===== src/rtl/fifo_stream_reader_if.sv =====
// Valid/ready output stream of fifo_stream_reader: word, valid, ready and
// frame-last marker.
interface fifo_stream_reader_if #(
  parameter int DATA_WIDTH = 8
);
  logic [DATA_WIDTH-1:0] m_data;
  logic                  m_valid;
  logic                  m_ready;
  logic                  m_last;

  modport master (output m_data, output m_valid, output m_last, input m_ready);
  modport slave  (input m_data, input m_valid, input m_last, output m_ready);
endinterface


===== src/rtl/fifo_stream_reader.sv =====
// Drains the single-clock fifo into a 2-entry head/skid buffer and a valid/ready stream.
// Optional frame-last generation is enabled by defining FIFO_RD_LAST_EN.
module fifo_stream_reader #(
  parameter int DATA_WIDTH = 8,
  parameter int FRAME_LEN  = 80
) (
  input  logic                  clk,
  input  logic                  rst_n,
  input  logic                  en,
  input  logic                  fifo_empty,
  input  logic [DATA_WIDTH-1:0] fifo_data,
  output logic                  fifo_re,
  output logic [1:0]            buf_count,
  fifo_stream_reader_if.master  m
);

  if (FRAME_LEN < 2) begin : g_bad_frame_len
    $error("fifo_stream_reader: FRAME_LEN must be at least 2");
  end

  logic                  inflight_q, inflight_d;
  logic [1:0]            count_q, count_d;
  logic [DATA_WIDTH-1:0] head_q, head_d;
  logic [DATA_WIDTH-1:0] skid_q, skid_d;
  logic                  pop;
  logic [2:0]            credit;

  always_comb begin
    pop        = (count_q != 2'd0) && m.m_ready;
    // credit is the buffer occupancy after this edge, counting the word in flight
    credit     = {1'b0, count_q} + {2'b00, inflight_q} - {2'b00, pop};
    fifo_re    = en && !fifo_empty && (credit < 3'd2);
    inflight_d = fifo_re;
    count_d    = credit[1:0];
    head_d     = head_q;
    skid_d     = skid_q;
    if (pop && count_q == 2'd2) head_d = skid_q;
    if (inflight_q) begin
      if (count_q == 2'd0 || (count_q == 2'd1 && pop)) head_d = fifo_data;
      else                                               skid_d = fifo_data;
    end
  end

  always_ff @(posedge clk or negedge rst_n) begin
    if (!rst_n) begin
      inflight_q <= 1'b0;
      count_q    <= 2'd0;
      head_q     <= '0;
      skid_q     <= '0;
    end else begin
      inflight_q <= inflight_d;
      count_q    <= count_d;
      head_q     <= head_d;
      skid_q     <= skid_d;
    end
  end

`ifndef SYNTHESIS
  always @(posedge clk) begin
    if (rst_n) begin
      assert (!(inflight_q && count_q == 2'd2 && !pop))
        else $error("fifo_stream_reader: capture into a full buffer");
    end
  end
`endif

  assign m.m_valid = (count_q != 2'd0);
  assign m.m_data  = head_q;
  assign buf_count = count_q;

`ifdef FIFO_RD_LAST_EN
  localparam int            CW        = $clog2(FRAME_LEN);
  localparam logic [CW-1:0] LAST_BEAT = CW'(FRAME_LEN - 1);

  logic [CW-1:0] cnt_q, cnt_d;

  // Counts accepted beats only, so a stalled last beat keeps m_last high.
  always_comb begin
    cnt_d = cnt_q;
    if (pop) cnt_d = (cnt_q == LAST_BEAT) ? '0 : cnt_q + CW'(1);
  end

  always_ff @(posedge clk or negedge rst_n) begin
    if (!rst_n) cnt_q <= '0;
    else        cnt_q <= cnt_d;
  end

  assign m.m_last = m.m_valid && (cnt_q == LAST_BEAT);
`else
  assign m.m_last = 1'b0;
`endif

endmodule


===== src/flat_wrapper.sv =====
// flat-port wrapper written by rule: the top's interface ports become plain ports
module fifo_stream_reader_flat 
#(
  parameter int DATA_WIDTH = 8,
  parameter int FRAME_LEN  = 80
)
  (clk, rst_n, en, fifo_empty, fifo_data, fifo_re, buf_count, m_m_data, m_m_valid, m_m_last, m_m_ready);
  fifo_stream_reader_if #(.DATA_WIDTH(DATA_WIDTH)) m_i ();
  input  logic clk;
  input  logic rst_n;
  input  logic en;
  input  logic fifo_empty;
  input  logic [DATA_WIDTH-1:0] fifo_data;
  output logic fifo_re;
  output logic [1:0] buf_count;
  output wire logic [$bits(m_i.m_data)-1:0] m_m_data;
  output wire logic [$bits(m_i.m_valid)-1:0] m_m_valid;
  output wire logic [$bits(m_i.m_last)-1:0] m_m_last;
  input wire logic [$bits(m_i.m_ready)-1:0] m_m_ready;
  assign m_m_data = m_i.m_data;
  assign m_m_valid = m_i.m_valid;
  assign m_m_last = m_i.m_last;
  assign m_i.m_ready = m_m_ready;
  fifo_stream_reader #(.DATA_WIDTH(DATA_WIDTH), .FRAME_LEN(FRAME_LEN)) u_core (.clk(clk), .rst_n(rst_n), .en(en), .fifo_empty(fifo_empty), .fifo_data(fifo_data), .fifo_re(fifo_re), .buf_count(buf_count), .m(m_i));
endmodule

===== config.mk =====
export PLATFORM = sky130hd
export DESIGN_NAME = fifo_stream_reader_flat
export DESIGN_NICKNAME = d
export VERILOG_FILES = /design/src/rtl/fifo_stream_reader_if.sv /design/src/rtl/fifo_stream_reader.sv /design/src/flat_wrapper.sv
export SDC_FILE = /design/constraint.sdc
export NUM_CORES = 1
export LEC_CHECK = 0
export CAP_MARGIN = 20
export CORE_UTILIZATION = 49
export DETAILED_ROUTE_END_ITERATION = 6
export GPL_TIMING_DRIVEN = 0
export PLACE_DENSITY = 0.82
export RECOVER_POWER = 100
export SLEW_MARGIN = 30
export SYNTH_ARGS = -nofsm -noshare
export SYNTH_HDL_FRONTEND = slang
export SYNTH_SLANG_ARGS = --single-unit

===== constraint.sdc =====
create_clock -name clk -period 4.76 [get_ports clk]
set_input_delay 0.952 -clock clk [delete_from_list [all_inputs] [get_ports clk]]
set_output_delay 0.952 -clock clk [all_outputs]
set_load 0.01 [all_outputs]

Yosys cells after proc, flatten, opt, wreduce, memory -nomap -nowiden
Index checks and enable logic that the tools add are counted.
Cells by class
  add/sub/neg operators: 2
  bitwise operators: 1
  mux-type cells: 3
  reduce and logical (&&, ||, !) cells: 10
  $lt $le $gt $ge: 1
  equal/unequal tests: 2
Operators by type and width (number)
  $mux W8: 3
  $logic_and A1 B1 Y1: 5
  $add A2 B1 Y3: 1
  $lt A3 B2 Y1 const B: 1
  $sub A3 B1 Y3: 1
  $eq A2 B1 Y1 const B: 1
  $eq A2 B2 Y1 const B: 1
  $logic_not A2 Y1: 1
  $reduce_and A2 Y1: 1
  $reduce_bool A2 Y1: 1
  $logic_not A1 Y1: 1
  $logic_or A1 B1 Y1: 1
  $not A1 Y1: 1
Storage, ports and cells
  output and inout bits: 13
  bits in registers: 19
  logic and storage cells: 23

Depth between registers and ports, before layout
Gate-level depths: netlist of the first run.
  word-level depth: 6
  gate-level depth with buffers: 7

Worst setup path after synthesis of the first run
Ideal clock, no wire load.
  kind: input to output
  from: in m_m_ready
  to: out fifo_re
  buffers on the path: 1
  cell stages on the path: 7
  arrival: 2472 ps
  path slack: 1336 ps
  required time: 3808 ps
  path through: nand3b_1 > buf_6 > nand2_1 > ha_1 > fa_1 > xnor2_1 > nor4b_1
Between the ends
  cells in the longest elaborated chain, start to end: 4
Ends and longest elaborated chain
  start, declared: RTL line flat_wrapper.sv:19  | input wire logic [$bits(m_i.m_ready)-1:0] m_m_ready;
  $logic_and A1 B1 Y1: RTL line fifo_stream_reader.sv:29  | pop = (count_q != 2'd0) && m.m_ready;
  $sub A3 B1 Y3: RTL line fifo_stream_reader.sv:31  | credit = {1'b0, count_q} + {2'b00, inflight_q} - {2'b00, pop};
  $lt A3 B2 Y1: RTL line fifo_stream_reader.sv:32  | fifo_re = en && !fifo_empty && (credit < 3'd2);
  $logic_and A1 B1 Y1: RTL line fifo_stream_reader.sv:32
  end, declared: RTL line flat_wrapper.sv:14  | output logic fifo_re;
Every way passes these cells.

Worst setup path after layout of the first run
Same ends and word-level chain as after synthesis.

==> flow_metrics.py, run 1 <==
metrics = {
    "global_routing": {
        "grt_pass1_vias": 561,
        "grt_usage": 0.187,
        "grt_max_degree": 20,
        "grt_first_pass_wirelength_mm": 2.54,
        "antenna_found_initial": 0,
        "grt-ovfl-total": 0,
    },
    "sta": {
        "slew_viol_final": 0,
        "relSlewSlack": 0.340,
        "worst_pin_slew_ns": 0.990,
        "skew_ns": 0.00790,
        "min_period_ns": 4.39,
        "rsz0062_at_grt": "no",
        "setup_viol": 0,
        "setup_tns_ns": 0,
        "timing.fmax_mhz": 228,
        "fin_hold_ws_ns": 0.509,
        "finalHoldViolations": 0,
        "period_share": 0.922,
    },
    "synthesis": {
        "netlist.area_leader.share": 0.531,
        "seq_area_frac_synth": 0.531,
        "syn_inst": 58,
        "ys_types": 19,
        "ys_seq_elements": 19,
        "synth_nets": 73,
        "netlist_area_um2": 896,
        "synth_area_per_cell_um2": 15.4,
        "yosys-top-cells-area": "dfrtp_1 53%, mux2_2 15%, mux2_4 13%",
        "yosysTopAreaCell": "dfrtp_1",
        "yosys_warnings": 0,
    },
    "worst_setup_path": {
        "cpPeakStageDelay_ns": 0.66,
        "worstSetupPathType": "input pin to primary output",
        "arrival_ns": 3.44,
        "worst_path_max_delay_cell": "dlygate4sd3_1",
        "cp_max_fo": 10,
        "rrSetupSlack_ns": 2.76,
        "path_cells": "clkdlybuf4s50_1, nand3b_1, buf_6, nand2_1, ha_1, fa_1, xnor2_1, nor4b_1, dlygate4sd3_1",
        "regToRegEndpoint": "u_core.inflight_q$_DFF_PN0_",
        "critPathRequiredTime_ns": 3.81,
        "worst_r2r_path_depth": 7,
        "start_kind": "input pin",
        "startpoint": "m_m_ready",
        "reg2reg_from": "u_core.buf_count[1]$_DFF_PN0_",
        "endpoint_kind": "primary output",
        "worstSetupEndpoint": "fifo_re",
    },
    "detailed_routing": {
        "wl_per_cell_um": 13.5,
        "firstDrtPassIters": 3,
        "wirelength_mm": 1.50,
        "drc": 0,
        "vias_per_cell": 5.05,
        "antenna_left": 0,
        "drt_iter0_drc": 2,
        "vias": 560,
    },
    "floorplan": {
        "die_y_um": 44.8,
        "start_util": 0.519,
        "ios": 26,
        "rows": 15,
        "die_x_um": 44.8,
        "die-area_um2": 2000,
        "core_um2": 1730,
    },
    "place": {
        "io_buffers": 24,
        "place.gp.congestion": 0.637,
    },
    "power": {
        "power.leakage_nw": 0.558,
        "power.switching_uw": 217,
        "swShare": 0.305,
        "ir_drop_v": 0.000340,
        "power_frac_clock": 0.117,
        "pwr-share-seq": 0.400,
        "power_frac_comb": 0.482,
        "power.density_nw_per_um2": 600,
        "internal_power_uw": 495,
    },
    "clock_network": {
        "clkLatencyLatePin_ns": 0.31,
        "clock_sinks": 19,
        "clk_pin_slew_ns": 0.11,
        "post_cts_buffers": 0,
        "hold_buffers": 0,
        "cts_resized": 0,
        "cts_tree": "yes",
        "htreeDepth": 1,
        "clockRootBuffer": "clkbuf_4",
        "cts.path.max_buffers": 2,
        "numCtsBuffers": 3,
    },
    "cells_and_area": {
        "synthToLayoutAreaGrowth_pct": 32.5,
        "final_common_cell": "dfrtp_1",
        "fillCellCount": 135,
        "drive_gt1_frac": 0.314,
        "mostFrequentLayoutCells": "19 x dfrtp_1, 12 x mux2_2, 12 x dlygate4sd3_1",
        "diodes": 0,
        "nets": 102,
    },
    "job": {
        "drv_cap": 0,
    },
    "outcome": {
        "run_status": "completed",
    },
    "worst_hold_path": {
        "hold_path.class": "flop to flop",
    },
}
[worst min-delay path by stage]
stage	end	cells after the start	slack, ns	from
floorplan	u_core.skid_q[4]$_DFFE_PN0P_	1	0.46	u_core.skid_q[4]$_DFFE_PN0P_
global placement	u_core.skid_q[6]$_DFFE_PN0P_	1	0.47	u_core.skid_q[6]$_DFFE_PN0P_
detailed placement	u_core.skid_q[4]$_DFFE_PN0P_	1	0.49	u_core.skid_q[4]$_DFFE_PN0P_
CTS	u_core.skid_q[4]$_DFFE_PN0P_	1	0.51	u_core.skid_q[4]$_DFFE_PN0P_
global route	u_core.skid_q[0]$_DFFE_PN0P_	1	0.54	u_core.skid_q[0]$_DFFE_PN0P_
finish	u_core.skid_q[6]$_DFFE_PN0P_	1	0.51	u_core.skid_q[6]$_DFFE_PN0P_
[power groups by stage]
stage / Sequential (mW) / Clock [mW] / Combinational, mW
final: 0.285 / 0.0834 / 0.344
after global routing: 0.295 / 0.0926 / 0.374
after CTS: 0.288 / 0.0847 / 0.369
after detailed placement: 0.292 / 0 / 0.368
after global placement: 0.285 / 0 / 0.357
after floorplan: 0.301 / 0 / 0.209
[worst max-delay path: cells and delay by family]
kind | cells | cell delay, ns
buf+inv | 3 | 1.25
fa+ha+maj | 2 | 0.61
simple gates | 3 | 0.48
xor+xnor | 1 | 0.14
[per-layer routing]
layer	track usage	wire (µm)	up-vias
li1	-	-	260
met1	0.250	706	276
met2	0.276	686	19
met3	0.0360	63	5
met4	0.127	41	0
met5	0	0	-
[registers in the layout (all words and copies together), names as in the netlist]
register           count
u_core.inflight_q      1
u_core.buf_count       2
u_core.m.m_data        8
u_core.skid_q          8
[area by class of cell]
type | instances | area (µm²) | share of cell area
inverter | 1 | 3.75 | 0.00316
tap | 25 | 31.3 | 0.0263
clock inverter | 1 | 5.00 | 0.00421
buffer | 3 | 22.5 | 0.0190
clock buffer | 3 | 22.5 | 0.0190
sequential | 19 | 475 | 0.400
timing repair buffer | 24 | 234 | 0.197
multi-input combinational | 35 | 393 | 0.331
[synthesized netlist by cell type]
cell and count:
xnor2_1 1, buf_2 1, ha_1 1, nand2_1 1, mux2_1 4, nand2b_1 1, dfrtp_1 19, a21bo_1 1
buf_4 1, nand3b_1 1, mux2_2 12, nor4b_1 1, fa_1 1, or2_2 1, inv_1 1, nand3_1 1
conb_1 1, buf_6 1, mux2_4 8
[stage by stage]
stage          power [mW]  worst slack (ns)  std cells  instance area [µm²]  utilization
2_1_floorplan       0.510              1.34         58                  896            -
3_3_place_gp        0.642             0.438        107                 1170        0.676
3_5_place_dp        0.661             0.353        107                 1170        0.676
4_1_cts             0.741             0.369        111                 1190        0.692
5_1_grt             0.762             0.174        111                 1190        0.688
6_report            0.712             0.370        111                 1190        0.688
[cell families after synthesis]
kind of cell	after synthesis	share of synthesized area
AO/OA/AOI/OAI	1	0.0112
XOR/XNOR	1	0.00978
adder cells (fa/ha/maj)	2	0.0363
buffers and inverters	4	0.0307
flip-flops	19	0.531
multiplexers	24	0.335
other	1	0.00419
AND/OR/NAND/NOR	6	0.0419
No activity file was read; power rests on OpenSTA's default activity.
==> inputs of run 2 (changes only) <==
==> constraint.sdc (replaced) <==
create_clock -name clk -period 4.76 [get_ports clk]
set_input_delay 0.952 -clock clk [delete_from_list [all_inputs] [get_ports clk]]
set_output_delay 0.952 -clock clk [all_outputs]
set_load 0.05 [all_outputs]
==> run 2 against run 1 <==
Sequential cell count unchanged. Critical path depth did not move. First-iteration DRC count unchanged. Power rose by 22%. Global-route usage is the same. Critical endpoint unchanged. Largest cell class unchanged. Highest routed layer unchanged.
==> flow_metrics.py, run 2 (synthesis results as in run 1) <==
metrics = {
    "outcome": {
        "run_status": "completed",
    },
    "sta": {
        "period_share": 0.912,
        "min_period_ns": 4.34,
        "setup_tns_ns": 0,
        "timing.fmax_mhz": 230,
        "relSlewSlack": 0.340,
        "fin_hold_ws_ns": 0.509,
        "finalHoldViolations": 0,
        "setup_viol": 0,
        "slew_viol_final": 0,
        "rsz0062_at_grt": "no",
        "skew_ns": 0.00790,
        "worst_pin_slew_ns": 0.990,
    },
    "worst_setup_path": {
        "arrival_ns": 3.39,
        "critPathRequiredTime_ns": 3.81,
        "rrSetupSlack_ns": 2.76,
        "path_buf_inv": 3,
        "start_kind": "input pin",
        "path_cells": "dlygate4sd3_1, nand3b_1, buf_6, nand2_1, ha_1, fa_1, xnor2_1, nor4b_1, dlymetal6s2s_1",
        "worst_path_max_delay_cell": "dlygate4sd3_1",
        "cp_max_fo": 10,
        "endpoint_kind": "primary output",
        "worstSetupPathType": "input pin to primary output",
        "path_delay_family": "buffers and inverters",
        "cpPeakStageDelay_ns": 0.55,
    },
    "global_routing": {
        "grt_first_pass_wirelength_mm": 2.54,
        "grt_pass1_vias": 561,
        "antenna_found_initial": 0,
        "grt-ovfl-total": 0,
        "grt_max_degree": 20,
        "grt_usage": 0.187,
    },
    "clock_network": {
        "post_cts_buffers": 0,
        "clk_pin_slew_ns": 0.11,
        "htreeDepth": 1,
        "clkLatencyLatePin_ns": 0.31,
        "numCtsBuffers": 3,
        "cts.path.max_buffers": 2,
        "cts_resized": 0,
        "clock_sinks": 19,
        "cts_tree": "yes",
        "clockRootBuffer": "clkbuf_4",
        "hold_buffers": 0,
    },
    "power": {
        "power.leakage_nw": 0.572,
        "internal_power_uw": 496,
        "power.switching_uw": 371,
        "power_frac_comb": 0.574,
        "power.density_nw_per_um2": 728,
        "pwr-share-seq": 0.329,
        "p_total_uw": 866,
        "swShare": 0.428,
        "ir_drop_v": 0.000432,
        "power_frac_clock": 0.096,
    },
    "place": {
        "dpl_cell_area_um2": 1170,
        "place.gp.congestion": 0.637,
        "io_buffers": 24,
        "dp.cells": 107,
    },
    "cells_and_area": {
        "final_common_cell": "dfrtp_1",
        "diodes": 0,
        "nets": 102,
        "fin_area_um2": 1190,
        "fin_cells": 111,
        "mostFrequentLayoutCells": "19 x dfrtp_1, 12 x mux2_2, 12 x dlygate4sd3_1",
        "drive_gt1_frac": 0.314,
        "synthToLayoutAreaGrowth_pct": 32.8,
    },
    "detailed_routing": {
        "drc": 0,
        "vias_per_cell": 5.05,
        "drt_iter0_drc": 2,
        "wirelength_mm": 1.50,
        "vias": 560,
        "antenna_left": 0,
        "firstDrtPassIters": 3,
        "wl_per_cell_um": 13.5,
    },
    "floorplan": {
        "start_util": 0.519,
        "die_x_um": 44.8,
        "core_um2": 1730,
        "rows": 15,
        "ios": 26,
        "die_y_um": 44.8,
        "die-area_um2": 2000,
    },
    "worst_hold_path": {
        "hold_path.class": "flop to flop",
    },
    "job": {
        "drv_cap": 0,
    },
}
[run 2: worst paths after layout]
| kind | from | endpoint | depth (start not counted) |
|---|---|---|---|
| max reg2reg | u_core.buf_count[1]$_DFF_PN0_ | u_core.inflight_q$_DFF_PN0_ | 7 |
| max in group asynchronous | rst_n | u_core.skid_q[0]$_DFFE_PN0P_ | 1 |
| max | m_m_ready | fifo_re | 9 |
| min in group asynchronous | rst_n | u_core.buf_count[0]$_DFF_PN0_ | 1 |
| min | u_core.skid_q[6]$_DFFE_PN0P_ | u_core.skid_q[6]$_DFFE_PN0P_ | 1 |
| min reg2reg | u_core.skid_q[6]$_DFFE_PN0P_ | u_core.skid_q[6]$_DFFE_PN0P_ | 1 |
[run 2: power groups by stage]
stage | combinational, mW | clock (mW) | sequential, mW
floorplan | 0.233 | 0 | 0.428
global placement | 0.510 | 0 | 0.285
detailed placement | 0.521 | 0 | 0.292
CTS | 0.521 | 0.0847 | 0.288
global route | 0.528 | 0.0926 | 0.295
finish | 0.497 | 0.0834 | 0.285
[run 2: layout make-up]
class	count	area (µm²)
buffer	3	22.5
clock buffer	3	22.5
clock inverter	1	5.00
fill	134	537
inverter	1	3.75
multi-input combinational	35	393
sequential	19	475
tap	25	31.3
timing repair buffer	24	236
[run 2: worst reg2reg max path: stages, from the launching register on]
cell	delay [ns]
dfrtp_1	0.45
nand3b_1	0.12
buf_6	0.18
nand2_1	0.07
ha_1	0.20
fa_1	0.41
xnor2_1	0.14
nor4b_1	0.32
[run 2: metrics by stage]
step | utilization | setup slack, ns
floorplan | - | 0.127
global placement | 0.676 | 0.171
detailed placement | 0.676 | 0.0857
CTS | 0.692 | 0.102
global route | 0.689 | 0.223
finish | 0.689 | 0.420
[run 2: routing by layer]
layer	GRT usage	part of all wire	up-vias	routed length, µm
li1	-	-	260	-
met1	0.250	0.47	276	704
met5	0	0	-	0
met4	0.127	0.027	0	41
met3	0.0360	0.042	5	63
met2	0.276	0.46	19	685
==> inputs of run 3 (changes only) <==
--- a/config.mk
+++ b/config.mk
@@ -9,7 +9,7 @@
 export CORE_UTILIZATION = 49
 export DETAILED_ROUTE_END_ITERATION = 6
 export GPL_TIMING_DRIVEN = 0
-export PLACE_DENSITY = 0.82
+export PLACE_DENSITY = 0.81
 export RECOVER_POWER = 100
 export SLEW_MARGIN = 30
 export SYNTH_ARGS = -nofsm -noshare
==> run 3 against run 2 <==
Hold slack lost 0.0020 ns. First-iteration DRC count grew to 3.0 times the previous value. Clock power shrank 5.4%. Non-clock buffer count is the same. Sequential power is essentially flat. Critical path type unchanged. Largest power group unchanged. Global-route usage grew 0.63 points. Final cell count is the same. Highest routed layer unchanged.
==> flow_metrics.py, run 3 (synthesis results as in run 1) <==
metrics = {
    "outcome": {
        "run_status": "completed",
    },
    "detailed_routing": {
        "firstDrtPassIters": 2,
        "antenna_left": 0,
        "wl_per_cell_um": 14.3,
        "vias": 544,
        "drc": 0,
        "vias_per_cell": 4.90,
        "wirelength_mm": 1.59,
        "drt_iter0_drc": 6,
    },
    "worst_setup_path": {
        "critPathRequiredTime_ns": 3.81,
        "reg2reg_from": "u_core.buf_count[1]$_DFF_PN0_",
        "worstSetupEndpoint": "fifo_re",
        "regToRegEndpoint": "u_core.inflight_q$_DFF_PN0_",
        "rrSetupSlack_ns": 2.68,
        "worst_r2r_path_depth": 7,
        "endpoint_kind": "primary output",
        "start_kind": "input pin",
        "arrival_ns": 3.44,
        "cp_max_fo": 10,
        "startpoint": "m_m_ready",
        "worstSetupPathType": "input pin to primary output",
    },
    "power": {
        "pwr-share-seq": 0.329,
        "ir_drop_v": 0.000452,
        "power.switching_uw": 369,
        "power_frac_clock": 0.091,
        "swShare": 0.427,
        "power.leakage_nw": 0.562,
        "internal_power_uw": 496,
        "power_frac_comb": 0.580,
        "power.density_nw_per_um2": 725,
        "p_total_uw": 865,
    },
    "clock_network": {
        "cts_tree": "yes",
        "hold_buffers": 0,
        "clkLatencyLatePin_ns": 0.29,
        "clk_pin_slew_ns": 0.10,
        "numCtsBuffers": 3,
        "post_cts_buffers": 0,
        "clockRootBuffer": "clkbuf_4",
        "clock_sinks": 19,
        "htreeDepth": 1,
        "cts.path.max_buffers": 2,
    },
    "global_routing": {
        "grt_pass1_vias": 582,
        "grt_usage": 0.193,
        "grt-ovfl-total": 0,
        "grt_first_pass_wirelength_mm": 2.57,
        "antenna_found_initial": 0,
        "grt_max_degree": 20,
    },
    "floorplan": {
        "die-area_um2": 2000,
        "rows": 15,
        "die_y_um": 44.8,
        "start_util": 0.519,
        "die_x_um": 44.8,
        "core_um2": 1730,
        "ios": 26,
    },
    "place": {
        "place.gp.congestion": 0.640,
        "io_buffers": 24,
        "dpl.hpwl_mm": 1.18,
        "dp.cells": 107,
    },
    "cells_and_area": {
        "fin_cells": 111,
        "drive_gt1_frac": 0.314,
        "final_common_cell": "dfrtp_1",
        "mostFrequentLayoutCells": "19 x dfrtp_1, 12 x mux2_2, 12 x dlygate4sd3_1",
        "nets": 102,
        "synthToLayoutAreaGrowth_pct": 33.1,
        "diodes": 0,
    },
    "sta": {
        "relSlewSlack": 0.445,
        "timing.fmax_mhz": 228,
        "min_period_ns": 4.39,
        "skew_ns": 0.00218,
        "finalHoldViolations": 0,
        "rsz0062_at_grt": "no",
        "period_share": 0.923,
        "setup_viol": 0,
        "setup_tns_ns": 0,
        "worst_pin_slew_ns": 0.829,
        "slew_viol_final": 0,
    },
    "worst_hold_path": {
        "hold_path.class": "flop to flop",
    },
    "job": {
        "drv_cap": 0,
    },
}
==> run 3: changes by cell type in the layout (fill, tap and decap cells not counted) <==
cell             change
dlygate4sd2_1        +1
clkdlybuf4s50_1      +1
dlymetal6s2s_1       -1
clkbuf_1             -1
==> run 3: repair_timing <==
action | in CTS | in global routing
setup endpoints to repair | 1 | 0
resized for setup | 1 | 0
hold endpoints to repair | 0 | 0
==> run 3: worst max-delay path, stage by stage <==
cell and delay (ns):
clkdlybuf4s50_1 0.41, nand3b_1 0.10, buf_6 0.18, nand2_1 0.07
ha_1 0.20, fa_1 0.42, xnor2_1 0.14, nor4b_1 0.37
dlygate4sd2_1 0.59
==> run 3: routing by layer <==
metal / wire (µm) / vias up / GRT usage
met5: 0 / - / 0
met4: 22 / 0 / 0.145
met3: 69 / 2 / 0.0280
met2: 901 / 15 / 0.341
met1: 597 / 268 / 0.209
li1: - / 259 / -
==> run 3: per-stage QoR <==
step	utilization	hold WS (ns)	instance area, µm²	setup WS [ns]
finish	0.691	0.507	1190	0.368
global route	0.691	0.528	1190	0.153
CTS	0.691	0.513	1190	0.310
detailed placement	0.676	0.490	1170	0.00787
global placement	0.676	0.476	1170	0.184
floorplan	-	0.464	896	0.127
==> run 3: power groups by stage <==
| stage | sequential, mW | combinational (mW) | clock (mW) |
|---|---|---|---|
| detailed placement | 0.291 | 0.525 | 0 |
| CTS | 0.288 | 0.525 | 0.0841 |
| floorplan | 0.428 | 0.233 | 0 |
| finish | 0.284 | 0.502 | 0.0789 |
| global placement | 0.286 | 0.509 | 0 |
| global route | 0.294 | 0.534 | 0.0891 |
==> run 3: worst min-delay path by stage <==
stage	startpoint	end	slack (ns)	cells past startpoint
final	u_core.skid_q[5]$_DFFE_PN0P_	u_core.skid_q[5]$_DFFE_PN0P_	0.51	1
after global routing	u_core.skid_q[1]$_DFFE_PN0P_	u_core.skid_q[1]$_DFFE_PN0P_	0.53	1
after floorplan	u_core.skid_q[4]$_DFFE_PN0P_	u_core.skid_q[4]$_DFFE_PN0P_	0.46	1
after detailed placement	u_core.skid_q[4]$_DFFE_PN0P_	u_core.skid_q[4]$_DFFE_PN0P_	0.49	1
after CTS	u_core.skid_q[4]$_DFFE_PN0P_	u_core.skid_q[4]$_DFFE_PN0P_	0.51	1
after global placement	u_core.skid_q[7]$_DFFE_PN0P_	u_core.skid_q[7]$_DFFE_PN0P_	0.48	1
==> run 3: cell type report <==
cell class                 count  area, µm²
fill                         142        534
sequential                    19        475
multi-input combinational     35        393
timing repair buffer          24        239
tap                           25       31.3
clock buffer                   3       22.5
buffer                         3       22.5
clock inverter                 1       5.00
inverter                       1       3.75
